**src/rtl/imem_program_loader.sv**
```systemverilog
// imem_program_loader
//   Takes compact op records (op, rs, rt, rd, imm) from a valid/ready stream.
//   Encodes each record into a 32-bit MIPS instruction word.
//   Writes the words into instruction memory at consecutive word addresses,
//   starting from 0, and holds the CPU in reset until the program is loaded.
//
// Parameters
//   DEPTH   instruction memory capacity in words (power of 2, 2..1024)
//   ADDR_W  width of imem_addr_o (byte address)
//
// Ports
//   clk_i        clock, rising edge
//   rst_i        synchronous reset, active low
//   start_i      begin a new load (pulse); ignored while loading
//   in_valid_i   op record valid
//   in_ready_o   loader accepts a record this cycle (high only while loading)
//   in_last_i    record is the final instruction of the program
//   op_i         op selector, 16 legal values
//   rs_i/rt_i/rd_i  register fields
//   imm_i        immediate / branch offset, passed through raw
//   imem_we_o    instruction memory write strobe (one cycle per record)
//   imem_addr_o  byte address of the write (word index * 4)
//   imem_data_o  encoded instruction word
//   count_o      words written in the current load
//   cpu_run_o    program loaded, CPU may leave reset
//   err_o        DEPTH words written without a last record
//   checksum_o   XOR of all written words in the current load
//
// Optional feature
//   LOADER_CHECKSUM_EN: when defined, checksum_o accumulates each written word.
//   When undefined, checksum_o is tied to zero and no accumulator exists.

module imem_program_loader #(
    parameter int DEPTH  = 32,
    parameter int ADDR_W = 32
) (
    input  logic              clk_i,
    input  logic              rst_i,
    input  logic              start_i,
    input  logic              in_valid_i,
    output logic              in_ready_o,
    input  logic              in_last_i,
    input  logic [3:0]        op_i,
    input  logic [4:0]        rs_i,
    input  logic [4:0]        rt_i,
    input  logic [4:0]        rd_i,
    input  logic [15:0]       imm_i,
    output logic              imem_we_o,
    output logic [ADDR_W-1:0] imem_addr_o,
    output logic [31:0]       imem_data_o,
    output logic [10:0]       count_o,
    output logic              cpu_run_o,
    output logic              err_o,
    output logic [31:0]       checksum_o
);

    localparam logic [1:0] S_IDLE = 2'd0;
    localparam logic [1:0] S_LOAD = 2'd1;
    localparam logic [1:0] S_DONE = 2'd2;
    localparam logic [1:0] S_ERR  = 2'd3;

    localparam logic [10:0] LAST_IDX = 11'(DEPTH - 1);

    logic [1:0]  state;
    logic        handshake;
    logic [31:0] enc_word;

    assign in_ready_o = (state == S_LOAD);
    assign handshake  = in_valid_i & in_ready_o;

    // Ops 0..7 are R-type (opcode 0, funct selects the ALU op),
    // ops 8..15 are I-type (opcode selects the op, rd is ignored).
    function automatic logic [31:0] encode(
        input logic [3:0]  op,
        input logic [4:0]  rs,
        input logic [4:0]  rt,
        input logic [4:0]  rd,
        input logic [15:0] imm
    );
        logic [5:0]  funct;
        logic [5:0]  opcode;
        logic [31:0] word;
        funct  = 6'd0;
        opcode = 6'd0;
        word   = 32'h0;
        case (op)
            4'd1:  funct  = 6'd32;
            4'd2:  funct  = 6'd34;
            4'd3:  funct  = 6'd36;
            4'd4:  funct  = 6'd37;
            4'd5:  funct  = 6'd38;
            4'd6:  funct  = 6'd42;
            4'd7:  funct  = 6'd24;
            4'd8:  opcode = 6'd8;
            4'd9:  opcode = 6'd10;
            4'd10: opcode = 6'd35;
            4'd11: opcode = 6'd43;
            4'd12: opcode = 6'd4;
            4'd13: opcode = 6'd5;
            4'd14: opcode = 6'd7;
            4'd15: opcode = 6'd1;
            default: ;
        endcase
        if (op == 4'd0)
            word = 32'h0;                      // nop is the all-zero word
        else if (op[3] == 1'b0)
            word = {6'd0, rs, rt, rd, 5'd0, funct};
        else
            word = {opcode, rs, rt, imm};
        return word;
    endfunction

    assign enc_word = encode(op_i, rs_i, rt_i, rd_i, imm_i);

    always_ff @(posedge clk_i) begin
        if (!rst_i) begin
            state       <= S_IDLE;
            imem_we_o   <= 1'b0;
            imem_addr_o <= '0;
            imem_data_o <= 32'h0;
            count_o     <= 11'd0;
            cpu_run_o   <= 1'b0;
            err_o       <= 1'b0;
        end else begin
            imem_we_o <= 1'b0;
            case (state)
                S_LOAD: begin
                    if (handshake) begin
                        // Address uses the pre-increment count so the first word lands at 0.
                        imem_we_o   <= 1'b1;
                        imem_addr_o <= ADDR_W'({count_o, 2'b00});
                        imem_data_o <= enc_word;
                        count_o     <= count_o + 11'd1;
                        if (in_last_i) begin
                            state     <= S_DONE;
                            cpu_run_o <= 1'b1;
                        end else if (count_o == LAST_IDX) begin
                            state <= S_ERR;
                            err_o <= 1'b1;
                        end
                    end
                end
                S_IDLE, S_DONE, S_ERR: begin
                    if (start_i) begin
                        state       <= S_LOAD;
                        imem_addr_o <= '0;
                        count_o     <= 11'd0;
                        cpu_run_o   <= 1'b0;
                        err_o       <= 1'b0;
                    end
                end
                default: state <= S_IDLE;
            endcase
        end
    end

`ifdef LOADER_CHECKSUM_EN
    logic [31:0] checksum_q;

    always_ff @(posedge clk_i) begin
        if (!rst_i)
            checksum_q <= 32'h0;
        else if (start_i && (state != S_LOAD))
            checksum_q <= 32'h0;
        else if (handshake)
            checksum_q <= checksum_q ^ enc_word;
    end

    assign checksum_o = checksum_q;
`else
    assign checksum_o = 32'h0;
`endif

endmodule

```
**config.mk**
```make
export PLATFORM = sky130hd
export DESIGN_NAME = imem_program_loader
export DESIGN_NICKNAME = d
export VERILOG_FILES = /design/src/rtl/imem_program_loader.sv
export SDC_FILE = /design/constraint.sdc
export NUM_CORES = 1
export LEC_CHECK = 0
export ABC_AREA = 0
export BUFFER_PORTS_ARGS = -buffer_cell sky130_fd_sc_hd__buf_2
export CAP_MARGIN = 10
export CORE_UTILIZATION = 41
export CTS_CLUSTER_DIAMETER = 120
export CTS_CLUSTER_SIZE = 40
export DETAILED_ROUTE_END_ITERATION = 8
export PLACE_DENSITY = 0.77
export SYNTH_ARGS = -nofsm -noshare
export SYNTH_HDL_FRONTEND = slang
export SYNTH_SLANG_ARGS = --single-unit
```
**constraint.sdc**
```tcl
create_clock -name clk_i -period 1.2 [get_ports clk_i]
set_clock_uncertainty 0.05 [all_clocks]
set_input_delay 0.24 -clock clk_i [delete_from_list [all_inputs] [get_ports clk_i]]
set_output_delay 0.24 -clock clk_i [all_outputs]
set_load 0.005 [all_outputs]
```
### Word-level counts from Yosys, hierarchy flattened

Cells that the tools add are included.

| storage, ports and cells | value |
|---|---|
| register bits after elaboration | 80 |
| input port bits | 40 |
| output and inout bits | 111 |
| word-level logic and storage cells | 67 |

| cells by class | value |
|---|---|
| $add $sub $neg | 1 |
| eq/ne operators | 25 |
| mux-type cells | 24 |
| bitwise operators | 1 |
| reduce and logical (&&, ||, !) cells | 9 |

Operators with widths:

| kind | number |
|---|---|
| $mux 32 | 4 |
| $pmux 32 s2 | 1 |
| $pmux 6 s8 | 1 |
| $pmux 6 s7 | 1 |
| $eq 4x4->1 const B | 8 |
| $mux 11 | 2 |
| $pmux 11 s2 | 1 |
| $eq 4x3->1 const B | 4 |
| $add 11x1->11 const B | 1 |
| $eq 11x5->1 const B | 1 |
| $eq 4x2->1 const B | 2 |
| $mux 2 | 4 |
| $mux 1 | 7 |
| $ne 2x1->1 const B | 3 |
| $reduce_and 2->1 | 3 |
| $reduce_and 3->1 | 2 |
| $eq 2x2->1 const B | 2 |
| $eq 4x1->1 const B | 1 |
| $logic_not 4->1 | 1 |
| $ne 2x2->1 const B | 2 |
| $pmux 1 s2 | 2 |
| $pmux 2 s2 | 1 |
| $reduce_and 4->1 | 1 |
| $ne 3x1->1 const B | 1 |
| other kinds (4) | 4 |

### Depth between registers and ports, before layout

| depth | value |
|---|---|
| depth in word-level cells | 5 |
| depth in mapped cells | 5 |
| gate-level depth less buffers | 4 |

### Least setup slack after synthesis

Ideal clock, no wire load.

| path | value |
|---|---|
| path kind | reg-to-reg |
| from | register count_o[0] |
| to | register count_o[8] |
| library setup time | 87 ps |
| arrival time | 1273 ps |
| data required time | 1063 ps |
| setup slack | -211 ps |
| cell stages (with the launch flop) | 5 |
| buffers on the path | 0 |
| clock period less this slack | 1411 ps |
| cell sequence | dfxtp_1 > ha_1 > nand4_1 > or4_1 > o31ai_1 |

| between the ends | value |
|---|---|
| longest elaborated chain between the ends | 3 |

Ends and longest elaborated chain:

| element | line | RTL |
|---|---|---|
| start, declared | 51 | `output logic [10:0] count_o,` |
| start signal, assigned | 133 | `count_o <= count_o + 11'd1;` |
| $add 11x1->11 | 133 |  |
| $mux 11 | 128 | `if (handshake) begin` |
| $pmux 11 s2 | 126 | `case (state)` |

No other way between the ends. The select of a mux whose other input is x is not followed.
A chain may end at the register's enable or synchronous reset.

### Worst setup path in the final report

| path | value |
|---|---|
| from | register state[1] |
| to | output in_ready_o |

| between the ends | value |
|---|---|
| longest elaborated chain between the ends | 1 |

Ends and longest elaborated chain:

| element | line | RTL |
|---|---|---|
| start, declared | 64 | `logic [1:0] state;` |
| start signal, assigned | 117 | `state <= S_IDLE;` |
| start signal, assigned | 135 | `state <= S_DONE;` |
| start signal, assigned | 138 | `state <= S_ERR;` |
| $eq 2x1->1 | 68 | `assign in_ready_o = (state == S_LOAD);` |
| end, declared | 41 | `output logic in_ready_o,` |

No other way between the ends.

==> summary.md <==
| Metric | Value |
|---|---|
| Setup slack, reg-to-reg | `-0.19 ns` |
| Max cap viols | `0` |
| Final Hold Slack | `0.0928 ns` |
| Final hold violation count | `0` |
| First-pass GRT wire length | `12800 µm` |
| Tcrit/Tclk final | `117%` |
| DP Wirelength | `5240 µm` |
| HP Start | `in_last_i` |
| Syn_area_per_cell | `8.49 µm²` |
| Routed WL | `8900 µm` |
| Drt first-iter violations | `137` |
| Buffers on Ports | `96` |
| TritonRoute pass-1 iters | `4` |
| Worst skew pair latency | `0.34 ns` |
| Failing checks | `negative setup slack` |
| Clock Tree Buf Depth | `2` |
| Initial core utilization | `42.4%` |
| Core area | `0.00679 mm²` |
| CTS tree | `built` |
| DR vias | `2937` |
| Crit Reg-Reg Startpoint | `state[1]$_SDFFE_PN0P_` |
| Mapped Cells | `339` |
| Avg WL per Cell | `14.9 µm` |
| Worst reg2reg path endpoint | `count_o[5]$_SDFFE_PN0P_` |
| Setup tns final | `-6.60 ns` |
| Type of the worst min-delay path | `in2reg` |
| Fmax | `0.713 GHz` |
| Initial antenna violation count | `0` |
| Root Buffer | `clkbuf_8` |
| WP data required | `0.91 ns` |
| Syn Std Cell Area | `0.00288 mm²` |
| Vias in the first global route | `2723` |
| Final cell count without fillers | `597` |
| DRC | `0` |
| Vias per inst | `4.92` |
| Worst hold stages | `2` |
| Ys async rst share | `0%` |
| CTS H-tree lvls | `3` |
| Worst setup SP type | `flop` |
| Final WS setup | `-0.202 ns` |
| Clk pin slew, worst setup/hold paths | `0.06 ns` |
| Worst EP arrival | `1.11 ns` |
| Remaining antenna violation count | `0` |
| Total clock sinks | `58` |
| Largest net degree at the start of global routing | `34` |
| Synth Register Bits | `58` |
| Synth Warn # | `0` |
| Total gr overflow | `0` |
| Yosys cell types | `49` |
| Routability congestion estimate | `0.853` |
| Num CTS Buffers | `9` |
| Pleak | `2.05 nW` |
| Die area | `0.00736 mm²` |
| Antenna Cells | `0` |
| Outcome | `complete, but fails checks` |
| RSZ-0062 raised after global routing | `yes` |
| EDFF count, synth | `0` |
| Layout Nets | `537` |
| CP Capture Type | `primary output` |
| Row Count | `30` |
| Layout cells sized above 1 | `55.9%` |
| PwrDens | `979 mW/mm²` |
| Setup violators final | `64` |
| Cell total after placement | `554` |
| I/O Pins | `151` |
| Total GRT Usage | `22.4%` |
| Worst Path Max Fanout | `5` |
| VDD IR-drop max | `0.681 mV` |
| CP startpoint | `state[1]$_SDFFE_PN0P_` |
| Hold Crit Endpoint | `err_o$_SDFFE_PN0P_` |
| Area delta synth->final | `60.4%` |
| Chip height | `85.8 µm` |
| Slew Limit Fails | `0` |
| Final worst path period need | `1.40 ns` |
| FF-to-FF path depth | `3` |
| WS Path Type | `reg2out` |
| Seq/Total Area, Yosys | `40.3%` |
| Die X | `85.8 µm` |
| Top_reg_cell synth | `dfxtp_1` |
| Fillers | `529` |
what timing repair did:
item | in CTS | in global routing
setup buffers | 21 | 5
gates resized for setup | 91 | 59
endpoints found under the setup margin | 66 | 69
pin swaps | 44 | 29
gates cloned | 3 | 1
hold buffers | 0 | 0
logic make-up after synthesis:
kind of cell | share of synthesized area, %
simple gates | 18.4
buf+inv | 19.7
compound gates | 18.4
flops | 40.3
mux | 2.65
fa+ha+maj | 0.435
other cells | 0.130
report_power, final:
| part | total, mW | internal, mW | switching, mW | leakage, nW |
|---|---|---|---|---|
| clock | 1.70 | 0.910 | 0.787 | 0.0944 |
| combinational | 0.824 | 0.394 | 0.430 | 1.47 |
| sequential | 2.00 | 1.96 | 0.0379 | 0.479 |
final cells by class:
type / count / area (µm²) / share of cell area, %
clock buffer: 12 / 165 / 3.58
sequential: 58 / 1200 / 26.0
timing repair buffer: 171 / 1310 / 28.3
tap: 96 / 120 / 2.60
clock inverter: 4 / 25.0 / 0.542
inverter: 10 / 47.5 / 1.03
multi-input combinational: 246 / 1750 / 38.0
placed cells by master, fill, tap and decap left out, types with 6 or more instances in the layout:
cell	netlist	routed
clkbuf_8	0	12
a22o_1	10	10
nand2_1	37	33
buf_6	1	33
dfxtp_1	58	45
nand3_4	0	6
a21oi_1	38	15
dfxtp_4	0	9
o211ai_1	6	6
a21oi_2	0	23
buf_2	8	86
nand3_2	0	19
nand3_1	31	6
buf_4	58	43
conb_1	1	54
inv_1	7	6
synthesized netlist by cell type, types with 2 or more instances:
library cell,n,area (µm²)
nor3_1,2,10.0
dfxtp_1,58,1160
nand2b_1,5,31.3
o21ai_0,6,30.0
a21oi_1,38,190
nor2_1,5,18.8
inv_1,7,26.3
nand2_1,37,139
clkinv_1,3,11.3
clkbuf_1,9,33.8
nand4_1,4,25.0
mux2_2,5,56.3
a211oi_1,2,15.0
nor2b_1,3,18.8
nand3_1,31,155
buf_2,8,40.0
buf_4,58,435
nor4_1,2,12.5
nand4b_1,2,17.5
or3_1,4,25.0
o31ai_1,3,22.5
o221ai_1,2,17.5
or4_1,4,30.0
mux2i_1,2,20.0
o211ai_1,6,45.0
a22o_1,10,87.6
metrics by stage:
stage               util (%)  setup slack (ns)  total power, mW  cell area, µm²
floorplan                  -            -0.133             2.47            3140
global placement        52.6            -0.181             2.60            3570
detailed placement      52.6            -0.202             2.61            3570
CTS                     63.9            -0.208             4.47            4340
global route            68.0            -0.254             4.74            4620
finish                  68.0            -0.202             4.52            4620
worst max path at each step:
stage,to,depth (start not counted)
3_3_place_gp,imem_data_o[15]$_SDFFE_PN0P_,5
3_5_place_dp,imem_data_o[18]$_SDFFE_PN0P_,5
4_1_cts,in_ready_o,4
2_1_floorplan,imem_data_o[21]$_SDFFE_PN0P_,5
5_1_grt,imem_data_o[28]$_SDFFE_PN0P_,5
6_report,in_ready_o,4
flip-flops by register name, indices dropped and copies added, names as in the netlist:
| register | count |
|---|---|
| count_o | 11 |
| cpu_run_o | 1 |
| err_o | 1 |
| imem_addr_o | 11 |
| imem_data_o | 31 |
| imem_we_o | 1 |
| state | 2 |
routing by layer:
| metal | GRT usage, % | share of wire (%) | routed length, µm |
|---|---|---|---|
| met1 | 25.2 | 40 | 3600 |
| met2 | 39.6 | 52 | 4660 |
| met3 | 7.89 | 6.1 | 545 |
| met4 | 7.27 | 1.0 | 93 |
| met5 | 0 | 0 | 0 |
worst max-delay path, stage by stage (launching register included):
cell	delay [ns]
dfxtp_4	0.37
nand2b_4	0.14
clkinv_4	0.05
buf_6	0.12
buf_6	0.10
(Power assumes the default switching activity.)
